<file path="config.mk">
export PLATFORM = sky130hd
export DESIGN_NAME = bit_serial_adder_ctrl_flat
export DESIGN_NICKNAME = d
export VERILOG_FILES = /design/src/rtl/bit_serial_adder_ctrl_if.sv /design/src/rtl/bit_serial_adder_ctrl.sv /design/src/flat_wrapper.sv
export SDC_FILE = /design/constraint.sdc
export NUM_CORES = 1
export LEC_CHECK = 0
export CAP_MARGIN = 20
export CORE_ASPECT_RATIO = 2
export CORE_UTILIZATION = 50
export DETAILED_ROUTE_END_ITERATION = 8
export PLACE_DENSITY_LB_ADDON = 0.3
export SKIP_CTS_REPAIR_TIMING = 1
export SYNTH_ARGS = -nofsm -noshare
export SYNTH_HDL_FRONTEND = slang
export SYNTH_HIERARCHICAL = 1
export SYNTH_SLANG_ARGS = --single-unit
export TNS_END_PERCENT = 50
</file>
<file path="constraint.sdc">
create_clock -name clk -period 2.2 [get_ports clk]
set_clock_uncertainty 0.2 [all_clocks]
set_input_delay 0.44 -clock clk [delete_from_list [all_inputs] [get_ports clk]]
set_output_delay 0.44 -clock clk [all_outputs]
set_load 0.01 [all_outputs]
</file>
<file path="src/rtl/bit_serial_adder_ctrl_if.sv">
// Handshake and data bundle for the bit-serial adder sequencer.
// The master drives the request and operands; the slave returns status, the result and its FSM state.
interface bit_serial_adder_ctrl_if #(
    parameter int WIDTH = 8
);
    // start is sampled only while the sequencer is idle. A start seen in IDLE is
    // accepted on that edge, and a, b and c_in are captured on the same edge.
    // busy is high while the sequencer runs. done is high for exactly one cycle,
    // and sum and c_out are valid from that cycle until the next completion.
    // Back-pressure is not needed: a start that arrives while busy or done is dropped.
    logic             start;
    logic [WIDTH-1:0] a;
    logic [WIDTH-1:0] b;
    logic             c_in;
    logic             busy;
    logic             done;
    logic [WIDTH-1:0] sum;
    logic             c_out;
    logic [1:0]       state_dbg;

    modport master (
        output start, a, b, c_in,
        input  busy, done, sum, c_out, state_dbg
    );

    modport slave (
        input  start, a, b, c_in,
        output busy, done, sum, c_out, state_dbg
    );
endinterface

</file>
<file path="src/rtl/bit_serial_adder_ctrl.sv">
// Bit-serial adder: one shared full-adder cell adds two WIDTH-bit operands plus carry-in,
// one bit per clock, LSB first. The result is then held until the next completion.
module full_adder_cell (
    input  logic a,
    input  logic b,
    input  logic c_in,
    output logic z,
    output logic c_out
);
    assign z     = a ^ b ^ c_in;
    assign c_out = (a & b) | (c_in & (a ^ b));
endmodule

module bit_serial_adder_ctrl #(
    parameter int WIDTH = 8,
    parameter int CNT_W = $clog2(WIDTH + 1)
) (
    input  logic                   clk,
    input  logic                   rst_n,
    bit_serial_adder_ctrl_if.slave bus
);
    typedef enum logic [1:0] {
        S_IDLE = 2'd0,
        S_RUN  = 2'd1,
        S_DONE = 2'd2
    } state_t;

    state_t           state, state_nxt;
    logic [WIDTH-1:0] sh_a, sh_b, sh_s, sh_s_nxt;
    logic [WIDTH-1:0] sum_q;
    logic             carry, c_out_q;
    logic [CNT_W-1:0] cnt;
    logic             cell_z, cell_c;
    logic             last_bit;
    logic             busy_c, done_c;

    full_adder_cell u_cell (
        .a     (sh_a[0]),
        .b     (sh_b[0]),
        .c_in  (carry),
        .z     (cell_z),
        .c_out (cell_c)
    );

    assign last_bit = (cnt == CNT_W'(WIDTH - 1));

    // Each new sum bit enters at the MSB, so after WIDTH shifts the word is aligned.
    always_comb begin
        sh_s_nxt            = sh_s >> 1;
        sh_s_nxt[WIDTH-1]   = cell_z;
    end

    always_comb begin
        state_nxt = state;
        busy_c    = 1'b0;
        done_c    = 1'b0;
        case (state)
            S_IDLE: if (bus.start) state_nxt = S_RUN;
            S_RUN: begin
                busy_c = 1'b1;
                if (last_bit) state_nxt = S_DONE;
            end
            S_DONE: begin
                done_c    = 1'b1;
                state_nxt = S_IDLE;
            end
            default: state_nxt = S_IDLE;
        endcase
    end

    always_ff @(posedge clk or negedge rst_n) begin
        if (!rst_n) state <= S_IDLE;
        else        state <= state_nxt;
    end

    always_ff @(posedge clk or negedge rst_n) begin
        if (!rst_n) begin
            sh_a    <= '0;
            sh_b    <= '0;
            sh_s    <= '0;
            carry   <= 1'b0;
            cnt     <= '0;
            sum_q   <= '0;
            c_out_q <= 1'b0;
        end else if (state == S_IDLE && bus.start) begin
            sh_a  <= bus.a;
            sh_b  <= bus.b;
            sh_s  <= '0;
            carry <= bus.c_in;
            cnt   <= '0;
        end else if (state == S_RUN) begin
            sh_a  <= sh_a >> 1;
            sh_b  <= sh_b >> 1;
            sh_s  <= sh_s_nxt;
            carry <= cell_c;
            cnt   <= cnt + CNT_W'(1);
            // Published outputs change only here, so they hold across IDLE and the next RUN.
            if (last_bit) begin
                sum_q   <= sh_s_nxt;
                c_out_q <= cell_c;
            end
        end
    end

    assign bus.busy      = busy_c;
    assign bus.done      = done_c;
    assign bus.sum       = sum_q;
    assign bus.c_out     = c_out_q;
    assign bus.state_dbg = state;
endmodule

</file>
<file path="src/flat_wrapper.sv">
// flat-port wrapper written by rule: the top's interface ports become plain ports
module bit_serial_adder_ctrl_flat 
#(
    parameter int WIDTH = 8,
    parameter int CNT_W = $clog2(WIDTH + 1)
)
  (clk, rst_n, bus_start, bus_a, bus_b, bus_c_in, bus_busy, bus_done, bus_sum, bus_c_out, bus_state_dbg);
  bit_serial_adder_ctrl_if #(.WIDTH(WIDTH)) bus_i ();
  input  logic clk;
  input  logic rst_n;
  input wire logic [$bits(bus_i.start)-1:0] bus_start;
  input wire logic [$bits(bus_i.a)-1:0] bus_a;
  input wire logic [$bits(bus_i.b)-1:0] bus_b;
  input wire logic [$bits(bus_i.c_in)-1:0] bus_c_in;
  output wire logic [$bits(bus_i.busy)-1:0] bus_busy;
  output wire logic [$bits(bus_i.done)-1:0] bus_done;
  output wire logic [$bits(bus_i.sum)-1:0] bus_sum;
  output wire logic [$bits(bus_i.c_out)-1:0] bus_c_out;
  output wire logic [$bits(bus_i.state_dbg)-1:0] bus_state_dbg;
  assign bus_i.start = bus_start;
  assign bus_i.a = bus_a;
  assign bus_i.b = bus_b;
  assign bus_i.c_in = bus_c_in;
  assign bus_busy = bus_i.busy;
  assign bus_done = bus_i.done;
  assign bus_sum = bus_i.sum;
  assign bus_c_out = bus_i.c_out;
  assign bus_state_dbg = bus_i.state_dbg;
  bit_serial_adder_ctrl #(.WIDTH(WIDTH), .CNT_W(CNT_W)) u_core (.clk(clk), .rst_n(rst_n), .bus(bus_i));
endmodule
</file>
==> results.cfg <==
[setup_path]
endpoint_kind = output pin
critPathKind = flop to output pin
crit_path_max_fanout = 5
required_ps = 1560
cp-start-kind = flop
worst-path-buf-inv = 1
slowest_stage = clkdlybuf4s50_1
arrival_ps = 1470
critPathTopFamily = buffers and inverters
crit_path_cell_trace = nor2b_2, clkdlybuf4s50_1
cpPeakStageDelay_ps = 550

[synthesis]
seq_area_frac_synth_pct = 59.3
yosys_warnings = 6
synthesis.nets = 158
syn_area_um2 = 1650
synth_area_per_cell_um2 = 12.1
ys_ff_latch = 39
synthCells = 136
ys_types = 26

[route]
avgRoutedWirePerCell_um = 15.9
final_antenna_net_count = 0
vias = 1222
remaining_drc_errors = 0
wl_um = 3270
first_pass_iters = 4
viasPerCell = 5.93
drtIter0Drc = 45

[place]
dp_hpwl_um = 2310
post-place-ws_ps = 199
place.gp.congestion = 0.702
portBuffers = 32

[pwr]
leakage_nw = 0.946
cellPowerDensity_nw_per_um2 = 1250
ir_drop_v = 0.000657

[sta]
fin_crit_sh_pct = 95.8
rsz0062_at_grt = false
setup_ws_ps = 92.4
timing.setup.tns_ps = 0
setup_violations = 0
slew_viol_final = 0
slew_headroom_pct = 67.5
hold_slack_ps = -15.2
final-hold-violation-count = 16
max_freq_ghz = 0.474
worst_slew_pin_slew_ps = 487
min_period_ps = 2110

[grt]
met3_usage_pct = 5.22
grt_usage_pct = 21.5
grt_pass1_vias = 1296
antenna_found_initial = 0
use_met1_pct = 25.9
met2_usage_pct = 36.6
grt_max_degree = 40
grt_busiest_layer = met2
grt_remaining_overflow = 0
grt_pass1_wl_um = 5820

[cells_and_area]
synthToLayoutAreaGrowth_pct = 30.0
nets = 196
antenna_cells = 0
post-route-util_pct = 67.8
drive_gt1_share_pct = 18.9

[cts]
h-tree-depth = 2
cts-buffers-inserted = 5
clkTransAtPathRegs_ps = 70
clock_sinks = 39
clk_path_buf_depth = 2
clk_latency_ps = 290
clockRootBuffer = clkbuf_8
cts_tree = yes

[floorplanning]
coreArea_um2 = 3160
fp.dieW_um = 42.6
start_util_pct = 52.2
dieArea_um2 = 3540
fp.dieH_um = 83.2
rows = 29
pin_count = 33

[min_path]
min_path_type = input pin to asynchronous set/reset pin

[status]
violations = negative hold slack
status = finished, violations left

[run]
drv_cap = 0
==> per-layer routing <==
metal | vias up | wire [µm]
li1 | 574 | -
met1 | 609 | 1330
met2 | 35 | 1780
met3 | 4 | 115
met4 | 0 | 48
met5 | - | 0
==> power by group <==
group | internal (mW) | switching (mW) | leakage [nW]
registers | 0.977 | 0.190 | 0.507
clock network | 0.367 | 0.247 | 0.0612
logic | 0.509 | 0.382 | 0.378
total | 1.85 | 0.819 | 0.946
==> sequential cells by signal, indices dropped and copies added (netlist names) <==
register and flops:
u_core/sh_b 8, u_core/sh_s 7, u_core/bus.state_dbg 2, u_core/cnt 4, u_core/bus.sum 8, u_core/bus.c_out 1, u_core/carry 1, u_core/sh_a 8
==> synthesized netlist by cell type <==
cell | number | area share (%)
a211oi_1 | 1 | 0.46
o21bai_2 | 1 | 0.68
nor2b_1 | 2 | 0.76
inv_1 | 2 | 0.46
mux2_2 | 11 | 7.5
buf_2 | 3 | 0.91
a21oi_1 | 3 | 0.91
a22o_1 | 11 | 5.9
a22oi_1 | 14 | 6.4
nand2_1 | 15 | 3.4
o21ai_0 | 14 | 4.3
fa_1 | 1 | 1.2
clkbuf_1 | 5 | 1.1
buf_4 | 1 | 0.46
nor3b_2 | 1 | 0.76
a2bb2oi_1 | 2 | 1.1
nand3b_1 | 1 | 0.46
dfrtp_1 | 39 | 59
nand4_1 | 1 | 0.38
a221o_1 | 1 | 0.61
nor3_1 | 1 | 0.30
nand3_1 | 1 | 0.30
ha_1 | 1 | 0.76
nor2b_4 | 1 | 0.84
nand2b_1 | 1 | 0.38
nor2_1 | 2 | 0.46
==> path summary, 6_finish.rpt <==
kind | depth (start not counted) | start | slack, ps | endpoint
max in group asynchronous | 2 | rst_n | 1460 | u_core/bus.state_dbg[1]$_DFFE_PN0P_
worst min register to register | 2 | u_core/sh_b[2]$_DFFE_PN0P_ | 280 | u_core/sh_b[2]$_DFFE_PN0P_
worst min-delay path | 2 | rst_n | -20 | u_core/sh_s[4]$_DFFE_PN0P_
min in group clk | 2 | u_core/sh_b[2]$_DFFE_PN0P_ | 280 | u_core/sh_b[2]$_DFFE_PN0P_
worst max-delay path | 2 | u_core/bus.state_dbg[1]$_DFFE_PN0P_ | 90 | bus_done
worst max register to register | 5 | u_core/bus.state_dbg[0]$_DFFE_PN0P_ | 310 | u_core/bus.c_out$_DFFE_PN0P_
==> worst register-to-register path, stage by stage, from the launching register on <==
cell	delay (ps)
dfrtp_1	420
nor2b_4	190
buf_4	150
nor3b_2	260
buf_4	220
mux2_2	350
==> through the flow <==
stage	std cells	hold slack (ps)	instance area, µm²	power, mW
floorplan	136	-55.6	1650	1.69
global placement	197	264	2010	2.02
detailed placement	197	271	2010	2.07
CTS	205	4.71	2130	2.68
global route	206	32.3	2140	2.84
finish	206	-15.2	2140	2.67
==> area by class of cell <==
class | count | area [µm²]
Clock inverter | 2 | 35.0
Multi-Input combinational cell | 86 | 624
Fill cell | 245 | 1020
Timing Repair Buffer | 40 | 375
Clock buffer | 6 | 82.6
Inverter | 2 | 7.51
Tap cell | 31 | 38.8
Sequential cell | 39 | 977
==> cell usage in the layout (no fill, tap or decap), types with 2 or more instances in the layout <==
cell type        Yosys  routed
dfrtp_1             39      38
mux2_2              11      11
clkbuf_8             0       6
a22o_1              11      11
a21oi_1              3       3
a22oi_1             14      14
inv_1                2       2
a2bb2oi_1            2       2
buf_4                1       8
nand2_1             15      15
clkdlybuf4s50_1      0      31
o21ai_0             14      14
nor2_1               2       2
==> cells by family after synthesis <==
family | Yosys count | synth area share [%]
compound gates | 47 | 20.2
flops | 39 | 59.3
simple gates | 26 | 8.05
buf+inv | 11 | 2.96
mux | 11 | 7.52
fa+ha+maj | 2 | 1.98
No activity file was read; power rests on OpenSTA's default activity.
